===== config.mk =====
export PLATFORM = sky130hd
export DESIGN_NAME = fetch_stage
export DESIGN_NICKNAME = d
export VERILOG_FILES = /design/src/rtl/fetch_stage.sv
export SDC_FILE = /design/constraint.sdc
export NUM_CORES = 1
export LEC_CHECK = 0
export CORE_MARGIN = 3
export CORE_UTILIZATION = 60
export DETAILED_ROUTE_END_ITERATION = 12
export DONT_BUFFER_PORTS = 1
export GPL_TIMING_DRIVEN = 0
export PLACE_DENSITY = 0.85
export SKIP_CTS_REPAIR_TIMING = 1
export SYNTH_ARGS = -nofsm -noshare
export SYNTH_HDL_FRONTEND = slang
export SYNTH_SLANG_ARGS = --single-unit
export TNS_END_PERCENT = 5

===== constraint.sdc =====
create_clock -name i_clk -period 3.82 [get_ports i_clk]
set_input_delay 0.382 -clock i_clk [delete_from_list [all_inputs] [get_ports i_clk]]
set_output_delay 0.382 -clock i_clk [all_outputs]
set_load 0.01 [all_outputs]

===== src/rtl/fetch_stage.sv =====
// Instruction-fetch stage: owns the PC, drives the imem address and fills the IF/ID register.
// Define FETCH_JAL_PREDICT_EN to redirect fetch early on JAL instructions.
module fetch_stage #(
    parameter logic [31:0] RESET_PC   = 32'h0000_0000,
    parameter logic [31:0] NOP_INSTR  = 32'h0000_0013,
    parameter int unsigned IMEM_WORDS = 101
) (
    input  logic        i_clk,
    input  logic        i_rst,
    output logic [31:0] o_imem_addr,
    input  logic [31:0] i_imem_instr,
    input  logic        i_stall,
    input  logic        i_flush,
    input  logic        i_redirect_valid,
    input  logic [31:0] i_redirect_pc,
    output logic [31:0] o_ifid_pc,
    output logic [31:0] o_ifid_pc4,
    output logic [31:0] o_ifid_instr,
    output logic        o_ifid_valid,
    output logic        o_ifid_oob,
    output logic        o_ifid_jal_pred
);

    localparam logic [31:0] IMEM_LIMIT_C = 32'(IMEM_WORDS);

    logic [31:0] pc_r;
    logic [31:0] pc_next_s;
    logic [31:0] pc_plus4_s;
    logic [31:0] jal_target_s;
    logic        in_range_s;
    logic        jal_hit_s;

    logic [31:0] ifid_pc_r;
    logic [31:0] ifid_pc4_r;
    logic [31:0] ifid_instr_r;
    logic        ifid_valid_r;
    logic        ifid_oob_r;
    logic        ifid_jal_pred_r;

    assign pc_plus4_s = pc_r + 32'd4;
    assign in_range_s = ({2'b00, pc_r[31:2]} < IMEM_LIMIT_C);

`ifdef FETCH_JAL_PREDICT_EN
    localparam logic [6:0] OPC_JAL_C = 7'b1101111;

    // J-type immediate, sign-extended to 32 bits
    function automatic logic [31:0] jal_offset(input logic [31:0] instr);
        return {{11{instr[31]}}, instr[31], instr[19:12], instr[20], instr[30:21], 1'b0};
    endfunction

    assign jal_hit_s    = in_range_s && (i_imem_instr[6:0] == OPC_JAL_C);
    assign jal_target_s = pc_r + jal_offset(i_imem_instr);
`else
    assign jal_hit_s    = 1'b0;
    assign jal_target_s = pc_plus4_s;
`endif

    // Next-PC selection: redirect beats stall beats JAL prediction beats sequential
    always_comb begin
        pc_next_s = pc_plus4_s;
        if (i_redirect_valid) begin
            pc_next_s = {i_redirect_pc[31:2], 2'b00};
        end else if (i_stall) begin
            pc_next_s = pc_r;
        end else if (jal_hit_s) begin
            pc_next_s = jal_target_s;
        end else begin
            pc_next_s = pc_plus4_s;
        end
    end

    // Program counter register
    always_ff @(posedge i_clk) begin
        if (i_rst) begin
            pc_r <= RESET_PC;
        end else begin
            pc_r <= pc_next_s;
        end
    end

    // IF/ID pipeline register: bubble on flush/redirect, hold on stall, else capture
    always_ff @(posedge i_clk) begin
        if (i_rst) begin
            ifid_pc_r       <= 32'h0000_0000;
            ifid_pc4_r      <= 32'h0000_0004;
            ifid_instr_r    <= NOP_INSTR;
            ifid_valid_r    <= 1'b0;
            ifid_oob_r      <= 1'b0;
            ifid_jal_pred_r <= 1'b0;
        end else if (i_flush || i_redirect_valid) begin
            ifid_pc_r       <= pc_r;
            ifid_pc4_r      <= pc_plus4_s;
            ifid_instr_r    <= NOP_INSTR;
            ifid_valid_r    <= 1'b0;
            ifid_oob_r      <= 1'b0;
            ifid_jal_pred_r <= 1'b0;
        end else if (i_stall) begin
            ifid_pc_r       <= ifid_pc_r;
            ifid_pc4_r      <= ifid_pc4_r;
            ifid_instr_r    <= ifid_instr_r;
            ifid_valid_r    <= ifid_valid_r;
            ifid_oob_r      <= ifid_oob_r;
            ifid_jal_pred_r <= ifid_jal_pred_r;
        end else begin
            ifid_pc_r       <= pc_r;
            ifid_pc4_r      <= pc_plus4_s;
            ifid_instr_r    <= in_range_s ? i_imem_instr : NOP_INSTR;
            ifid_valid_r    <= in_range_s;
            ifid_oob_r      <= ~in_range_s;
            ifid_jal_pred_r <= jal_hit_s;
        end
    end

    assign o_imem_addr     = pc_r;
    assign o_ifid_pc       = ifid_pc_r;
    assign o_ifid_pc4      = ifid_pc4_r;
    assign o_ifid_instr    = ifid_instr_r;
    assign o_ifid_valid    = ifid_valid_r;
    assign o_ifid_oob      = ifid_oob_r;
    assign o_ifid_jal_pred = ifid_jal_pred_r;

endmodule


# --- After elaboration in Yosys (flattened, before gate mapping) ---
# Index checks and enable logic that the tools add are counted.
totals:
  reg_bits: 130
  latch_bits: 0
  ramBits: 0
  romBits: 0
  input_bits: 69
  output_inout_bits: 131
  wordCells: 22
  mem_count: 0
op_classes:
  add_sub_neg: 1
  mul: 0
  div_mod_pow: 0
  magnitude_cmp: 1
  eq_ne: 2
  n_shift: 0
  mux: 7
  bitwise: 1
  n_reduce_logical: 3
ops:
  columns: ["operator", "n"]
  rows:
  - ["$mux W32", 7]
  - ["$add A32 B3 Y32 const B", 1]
  - ["$lt A30 B7 Y1 const B", 1]
  - ["$ne A2 B1 Y1 const B", 2]
  - ["$reduce_or A2 Y1", 2]
  - ["$logic_or A1 B1 Y1", 1]
  - ["$not A1 Y1", 1]

# --- Longest topological paths before layout ---
# Gate-level depths: netlist of the first run.
depth:
  ltp_word: 3
  ltp_mapped: 7
  ltp_nobuf: 6

# --- Least setup slack after synthesis of the first run ---
# No wires, ideal clock.
synth_path:
  path_type: "reg-to-reg"
  from: "register pc_r[2], in the netlist o_imem_addr[2]"
  to: "register ifid_pc4_r[26], in the netlist o_ifid_pc4[26]"
  setup_time_ns: 0.091
  t_arrival_ns: 2.140
  t_required_ns: 3.729
  setup_slack_ns: 1.589
  stages_incl_launch_ff: 7
  n_path_buf: 1
  synth_period_minus_slack_ns: 2.231
  path_cell_list: "dfxtp_1 -> ha_1 -> nand3_1 -> or4_1 -> clkbuf_1 -> or4_1 -> a311oi_1"
synth_via:
  elab_chain_cells: 3
synth_rtl:
  columns: ["item", "line", "text"]
  rows:
  - ["start: declaration", "26", "logic [31:0] pc_r;"]
  - ["start signal: assignment", "77", "pc_r <= pc_next_s;"]
  - ["$add A32 B3 Y32 (*)", "40", "assign pc_plus4_s = pc_r + 32'd4;"]
  - ["$mux W32", "97", "end else if (i_stall) begin"]
  - ["$mux W32 (*)", "90", "end else if (i_flush || i_redirect_valid) begin"]
  - ["end signal: assignment", "92", "ifid_pc4_r <= pc_plus4_s;"]
  - ["end signal: assignment", "99", "ifid_pc4_r <= ifid_pc4_r;"]
  - ["end signal: assignment", "106", "ifid_pc4_r <= pc_plus4_s;"]
  - ["end: declaration", "34", "logic [31:0] ifid_pc4_r;"]
# Mark *: on every way between the ends. The rest lies on a longest branch, timed or not. The select of a mux whose other input is x is not followed.
# A chain may end at the register's enable or synchronous reset.

# --- Final worst setup path of the first run ---
layout_path:
  from: "register pc_r[14], in the netlist o_imem_addr[14]"
  to: "register ifid_pc4_r[28], in the netlist o_ifid_pc4[28]"
# The elaborated chain is that of the path after synthesis.

==> results of run 1 <==
[synth_stat cells, types with 5 or more instances]
| master | n | area (sq um) |
|---|---|---|
| or4_1 | 12 | 90.09 |
| and2_1 | 30 | 187.7 |
| a2111oi_0 | 9 | 78.83 |
| nor2b_1 | 6 | 37.54 |
| o21ai_0 | 16 | 80.08 |
| xnor2_1 | 19 | 166.4 |
| inv_1 | 43 | 161.4 |
| nand2_1 | 115 | 431.7 |
| or3_1 | 10 | 62.56 |
| clkbuf_1 | 63 | 236.5 |
| a21oi_1 | 38 | 190.2 |
| nand4_1 | 13 | 81.33 |
| o41ai_1 | 32 | 280.3 |
| nand2b_1 | 5 | 31.28 |
| a211oi_1 | 26 | 195.2 |
| dfxtp_1 | 124 | 2482 |
| buf_1 | 5 | 18.77 |
| buf_2 | 13 | 65.06 |
| nor4_1 | 19 | 118.9 |
| a311oi_1 | 22 | 192.7 |
| nor2_1 | 51 | 191.4 |
| nor3_1 | 10 | 50.05 |
| buf_4 | 9 | 67.56 |
| and4_1 | 8 | 70.07 |
| o31ai_1 | 8 | 60.06 |
[state kept, by name (all words and copies together), names as in the netlist]
signal        count
o_ifid_instr     32
o_ifid_pc4       30
o_ifid_pc        30
o_imem_addr      30
o_ifid_oob        1
o_ifid_valid      1
[critical path, cell delays in order (launching register included)]
cell	delay, ns
dfxtp_1	0.53
buf_1	0.46
nand4_1	0.28
nor4_1	0.62
or3b_2	0.49
a311oi_1	0.25
[power groups by stage]
| stage | sequential [mW] | combinational [mW] | clock [mW] |
|---|---|---|---|
| floorplan | 1.44 | 0.203 | 0 |
| global placement | 1.46 | 0.267 | 0 |
| detailed placement | 1.46 | 0.276 | 0 |
| CTS | 1.44 | 0.278 | 1.52 |
| global route | 1.44 | 0.312 | 1.58 |
| finish | 1.44 | 0.285 | 1.52 |
[final cells by class]
class	instances	share of cell area, %
Buffer	90	5.771
Clock buffer	18	6.217
Clock inverter	14	2.048
Inverter	43	2.401
Multi-Input combinational cell	496	44.15
Sequential cell	124	36.93
Tap cell	129	2.401
Timing Repair Buffer	1	0.07446
[worst paths after layout]
path	startpoint	endpoint	slack, ns	cells after the start
setup / recovery	o_imem_addr[14]$_SDFFE_PP0P_	o_ifid_pc4[28]$_SDFFE_PP0P_	1.10	5
hold / removal	i_redirect_pc[2]	o_imem_addr[2]$_SDFFE_PP0P_	0.008	2
setup reg to reg	o_imem_addr[14]$_SDFFE_PP0P_	o_ifid_pc4[28]$_SDFFE_PP0P_	1.10	5
hold reg to reg	o_ifid_pc[28]$_SDFFE_PP0P_	o_ifid_pc[28]$_SDFFE_PP0P_	0.50	2
[layer usage]
layer | vias to the layer above | global-route usage [%]
li1 | 2689 | -
met4 | 0 | 12.58
met1 | 2732 | 41.61
met5 | - | 0
met2 | 370 | 55.60
met3 | 58 | 12.06
[cells by family after synthesis]
group / count (synthesis) / synth area share, %
DFF: 124 / 41.53
AOI/OAI and AO/OA: 164 / 19.87
buffers and inverters: 133 / 9.190
muxes: 1 / 0.1675
other: 1 / 0.06274
xor gates and xnor gates: 23 / 3.370
adders and majority gates: 2 / 0.4186
and+or+nand+nor: 299 / 25.39
==> impl_metrics.yaml, run 1 <==
layout:
  area_growth_syn_to_layout_pct: 12.46
  fin_cells: 915
  drive_above_1_share_pct: 8.142
  final_cell_mix: "dfxtp_1 (124), nand2_1 (115), clkbuf_1 (64)"
  nets: 844
  seq_area_sq_um: 2482
  fin_area_sq_um: 6721
  final_common_cell: "dfxtp_1"
  fin_util_pct: 71.06
  antenna_cells: 0
  multi_input_area_sq_um: 2968
  n_fill_cell: 796
yosys:
  ys_seq_area_share_pct: 41.53
  yosys_warnings: 0
  synth_top_flop_cell: "dfxtp_1"
  async_reset_ff_share_pct: 0
  ys_ff_latch: 124
  netlist_area_sq_um: 5977
  synth_area_per_cell_sq_um: 8.001
  synth_edf_count: 0
  synth_cell_type_count: 48
  syn_inst: 747
routing:
  wl_met2_um: 9143
  route.detailed.wl_per_inst_um: 21.31
  vias_per_cell: 6.392
  wl_met3_um: 2468
  dr.pass1.iters: 7
  top_layer_used: "met4"
  ant_nets: 0
  drt-total-wl_um: 19500
  wl_met1_um: 7274
  drt-initial-drc-count: 539
  num_vias: 5849
  drc_errors: 0
power:
  leakagePower_nw: 2.427
  pwr-share-seq_pct: 44.2
  power.density_nw_per_um2: 482.7
  switching_share_pct: 28.50
  finalPower_mw: 3.244
  pwr-share-comb_pct: 8.8
  internal_power_mw: 2.320
  p_switching_mw: 0.9247
  p_clk_share_pct: 47.0
  ir_drop_v: 0.0003075
global_route:
  grt_pass1_wl_um: 30080
  grt-ovfl-total: 0
  antenna_found_initial: 0
  gr-usage-all-layers_pct: 34.14
  grt_pass1_vias: 5567
  grt_max_degree: 17
timing:
  tns_ns: 0
  setup_ws_ns: 1.103
  period_share_pct: 71.12
  worst_pin_slew_ns: 0.7497
  whs_ns: 0.008418
  slew_viol_final: 0
  rsz0062_at_grt: "false"
  skew_ns: 0.008029
  slew_headroom_pct: 50.02
  max_freq_mhz: 368.1
  hold_viol: 0
  min_period_ns: 2.717
  setup_viol: 0
floorplan:
  die_area_sq_um: 11200
  coreArea_sq_um: 9459
  initial_utilization_pct: 63.19
  rows: 35
  die_w_um: 105.8
  die_h_um: 105.8
  ioPinCount: 200
hold_path:
  min_path_type: "input pin to flop"
clocking:
  cts.clk_slew.worst_paths_ns: 0.07
  cts_htree_levels: 4
  clock_latency_ns: 0.52
  cts_buffer_depth: 2
  cts_made_buffers: 17
  cts_sinks: 124
  cts_tree: "done"
  cts_root_buf: "clkbuf_8"
place:
  dp_worst_setup_slack_ns: 1.072
  dp_cells: 882
  io_buffers: 0
  dpl_cell_area_sq_um: 6161
  detailed_place_hpwl_um: 14270
  gp_congestion: 0.9776
worst_setup_path:
  crit_required_ns: 4.26
  endpoint_kind: "flop"
  critPathMaxFanout: 10
  crit_arrival_ns: 3.16
  worstSetupPathType: "flop to flop"
  crit_path_start_kind: "flop"
status:
  run_status: "completed"
flow_run:
  drv_cap: 0
No activity file was read; power rests on OpenSTA's default activity.
==> run 2, diff against run 1 <==
--- a/config.mk
+++ b/config.mk
@@ -6,11 +6,11 @@
 export NUM_CORES = 1
 export LEC_CHECK = 0
 export CORE_MARGIN = 3
-export CORE_UTILIZATION = 60
+export CORE_UTILIZATION = 57
 export DETAILED_ROUTE_END_ITERATION = 12
 export DONT_BUFFER_PORTS = 1
 export GPL_TIMING_DRIVEN = 0
-export PLACE_DENSITY = 0.85
+export PLACE_DENSITY = 0.84
 export SKIP_CTS_REPAIR_TIMING = 1
 export SYNTH_ARGS = -nofsm -noshare
 export SYNTH_HDL_FRONTEND = slang
==> constraint.sdc (replaced) <==
create_clock -name i_clk -period 2.27 [get_ports i_clk]
set_input_delay 0.227 -clock i_clk [delete_from_list [all_inputs] [get_ports i_clk]]
set_output_delay 0.227 -clock i_clk [all_outputs]
set_load 0.01 [all_outputs]
==> run 2 against run 1 <==
The flow now finishes with violations (negative hold slack, negative setup slack); clock skew up 0.0043 ns; combinational power is 110% higher; sequential power increased by 69%; sequential share of layout area shrank 3.5 points; core utilization increased by 4.7 points; total power increased by 72%; global-route usage is 2.0 points lower; critical path type unchanged; critical endpoint is now o_imem_addr[31]$_SDFFE_PP0P_; largest power group unchanged.
==> impl_metrics.yaml, run 2 (synthesized netlist as in run 1, its figures left out) <==
timing:
  period_share_pct: 105.2
  whs_ns: -0.01305
  setup_viol: 12
  slew_viol_final: 0
  setup_ws_ns: -0.1178
  slew_headroom_pct: 52.65
  min_period_ns: 2.388
  rsz0062_at_grt: "true"
  worst_pin_slew_ns: 0.7103
  skew_ns: 0.01236
  hold_viol: 13
  max_freq_mhz: 418.8
routing:
  drt-total-wl_um: 20830
  route.detailed.wl_per_inst_um: 21.34
  dr.pass1.iters: 8
  vias_per_cell: 6.421
  wl_met2_um: 9902
  num_vias: 6267
  ant_nets: 0
  drt-initial-drc-count: 682
  wl_met1_um: 7384
  wl_met3_um: 2621
  drc_errors: 0
  top_layer_used: "met4"
clocking:
  clock_latency_ns: 0.53
  cts_made_buffers: 17
  cts_sinks: 124
  cts.clk_slew.worst_paths_ns: 0.06
  cts_root_buf: "clkbuf_8"
  cts_tree: "done"
  cts_htree_levels: 4
  cts_buffer_depth: 2
layout:
  antenna_cells: 0
  drive_above_1_share_pct: 16.73
  fin_cells: 976
  nets: 901
  largest_reg_flops: 32
  final_common_cell: "nand2_1"
  final_cell_mix: "nand2_1 (115), dfxtp_1 (105), nor2_1 (51)"
  area_growth_syn_to_layout_pct: 26.71
floorplan:
  initial_utilization_pct: 59.77
  die_h_um: 108.4
  coreArea_sq_um: 10000
  die_area_sq_um: 11750
  rows: 36
  die_w_um: 108.4
  ioPinCount: 200
flow_run:
  drv_cap: 0
global_route:
  grt_pass1_wl_um: 29210
  gr-usage-all-layers_pct: 32.11
  antenna_found_initial: 0
  grt_max_degree: 17
  grt_pass1_vias: 5686
  grt-ovfl-total: 0
hold_path:
  min_path_type: "input pin to flop"
place:
  detailed_place_hpwl_um: 14010
  dp_cells: 887
  io_buffers: 0
  gp_congestion: 0.9290
  dp_worst_setup_slack_ns: -0.3396
power:
  power.density_nw_per_um2: 735.2
  leakagePower_nw: 2.827
  ir_drop_v: 0.0005247
status:
  run_status: "complete, but fails checks"
  violations: "negative hold slack, negative setup slack"
worst_setup_path:
  critPathMaxFanout: 10
  endpoint_kind: "flop"
  crit_path_start_kind: "flop"
  crit_arrival_ns: 2.75
  crit_required_ns: 2.63
  worstSetupPathType: "flop to flop"
## run 2: metrics by stage
| step | hold slack, ns | power, mW | cell area, sq um | utilization [%] | setup TNS, ns |
|---|---|---|---|---|---|
| 2_1_floorplan | 0.3697 | 2.769 | 6000 | - | 0 |
| 3_3_place_gp | 0.3751 | 2.906 | 6166 | 61.66 | -5.420 |
| 3_5_place_dp | 0.3851 | 2.924 | 6171 | 61.71 | -6.793 |
| 4_1_cts | -0.1578 | 5.419 | 6730 | 67.30 | -8.176 |
| 5_1_grt | 0.001807 | 5.728 | 7574 | 75.74 | -1.047 |
| 6_report | -0.01305 | 5.568 | 7574 | 75.74 | -0.5032 |
## run 2: worst paths after layout
check                                   to  cells past startpoint                         from  slack, ns
max           o_imem_addr[31]$_SDFFE_PP0P_                      6  o_imem_addr[6]$_SDFFE_PP0P_      -0.12
min          o_ifid_instr[12]$_SDFFE_PP0N_                      3             i_imem_instr[12]      -0.01
max reg2reg   o_imem_addr[31]$_SDFFE_PP0P_                      6  o_imem_addr[6]$_SDFFE_PP0P_      -0.12
min reg2reg      o_ifid_pc[7]$_SDFFE_PP0P_                      2    o_ifid_pc[7]$_SDFFE_PP0P_       0.50
## run 2: final cells by class
cell class              instances  area, sq um
multi-input cells             497         3129
repair buffers                 59        528.0
flip-flops and latches        124         2529
clock inverters                13        117.6
inverters                      43        161.4
clock buffers                  19        441.7
well taps                     133        166.4
fillers                       720         2426
plain buffers                  88        500.5
## run 2: where the power goes
part | internal (mW) | switching, mW | leakage, nW
Combinational | 0.229 | 0.357 | 1.54
Sequential | 2.28 | 0.151 | 1.02
Clock | 1.51 | 1.04 | 0.263
## run 2: worst max-delay path, stage by stage (launching register included)
cell	delay [ns]
dfxtp_4	0.37
buf_6	0.14
nand4_1	0.27
or3_1	0.56
clkbuf_2	0.27
o311ai_2	0.39
o221ai_1	0.23
## run 2: per-layer routing
metal / vias up / GRT usage, %
li1: 2811 / -
met1: 2884 / 38.29
met2: 487 / 51.37
met3: 85 / 10.51
met4: 0 / 16.95
met5: - / 0
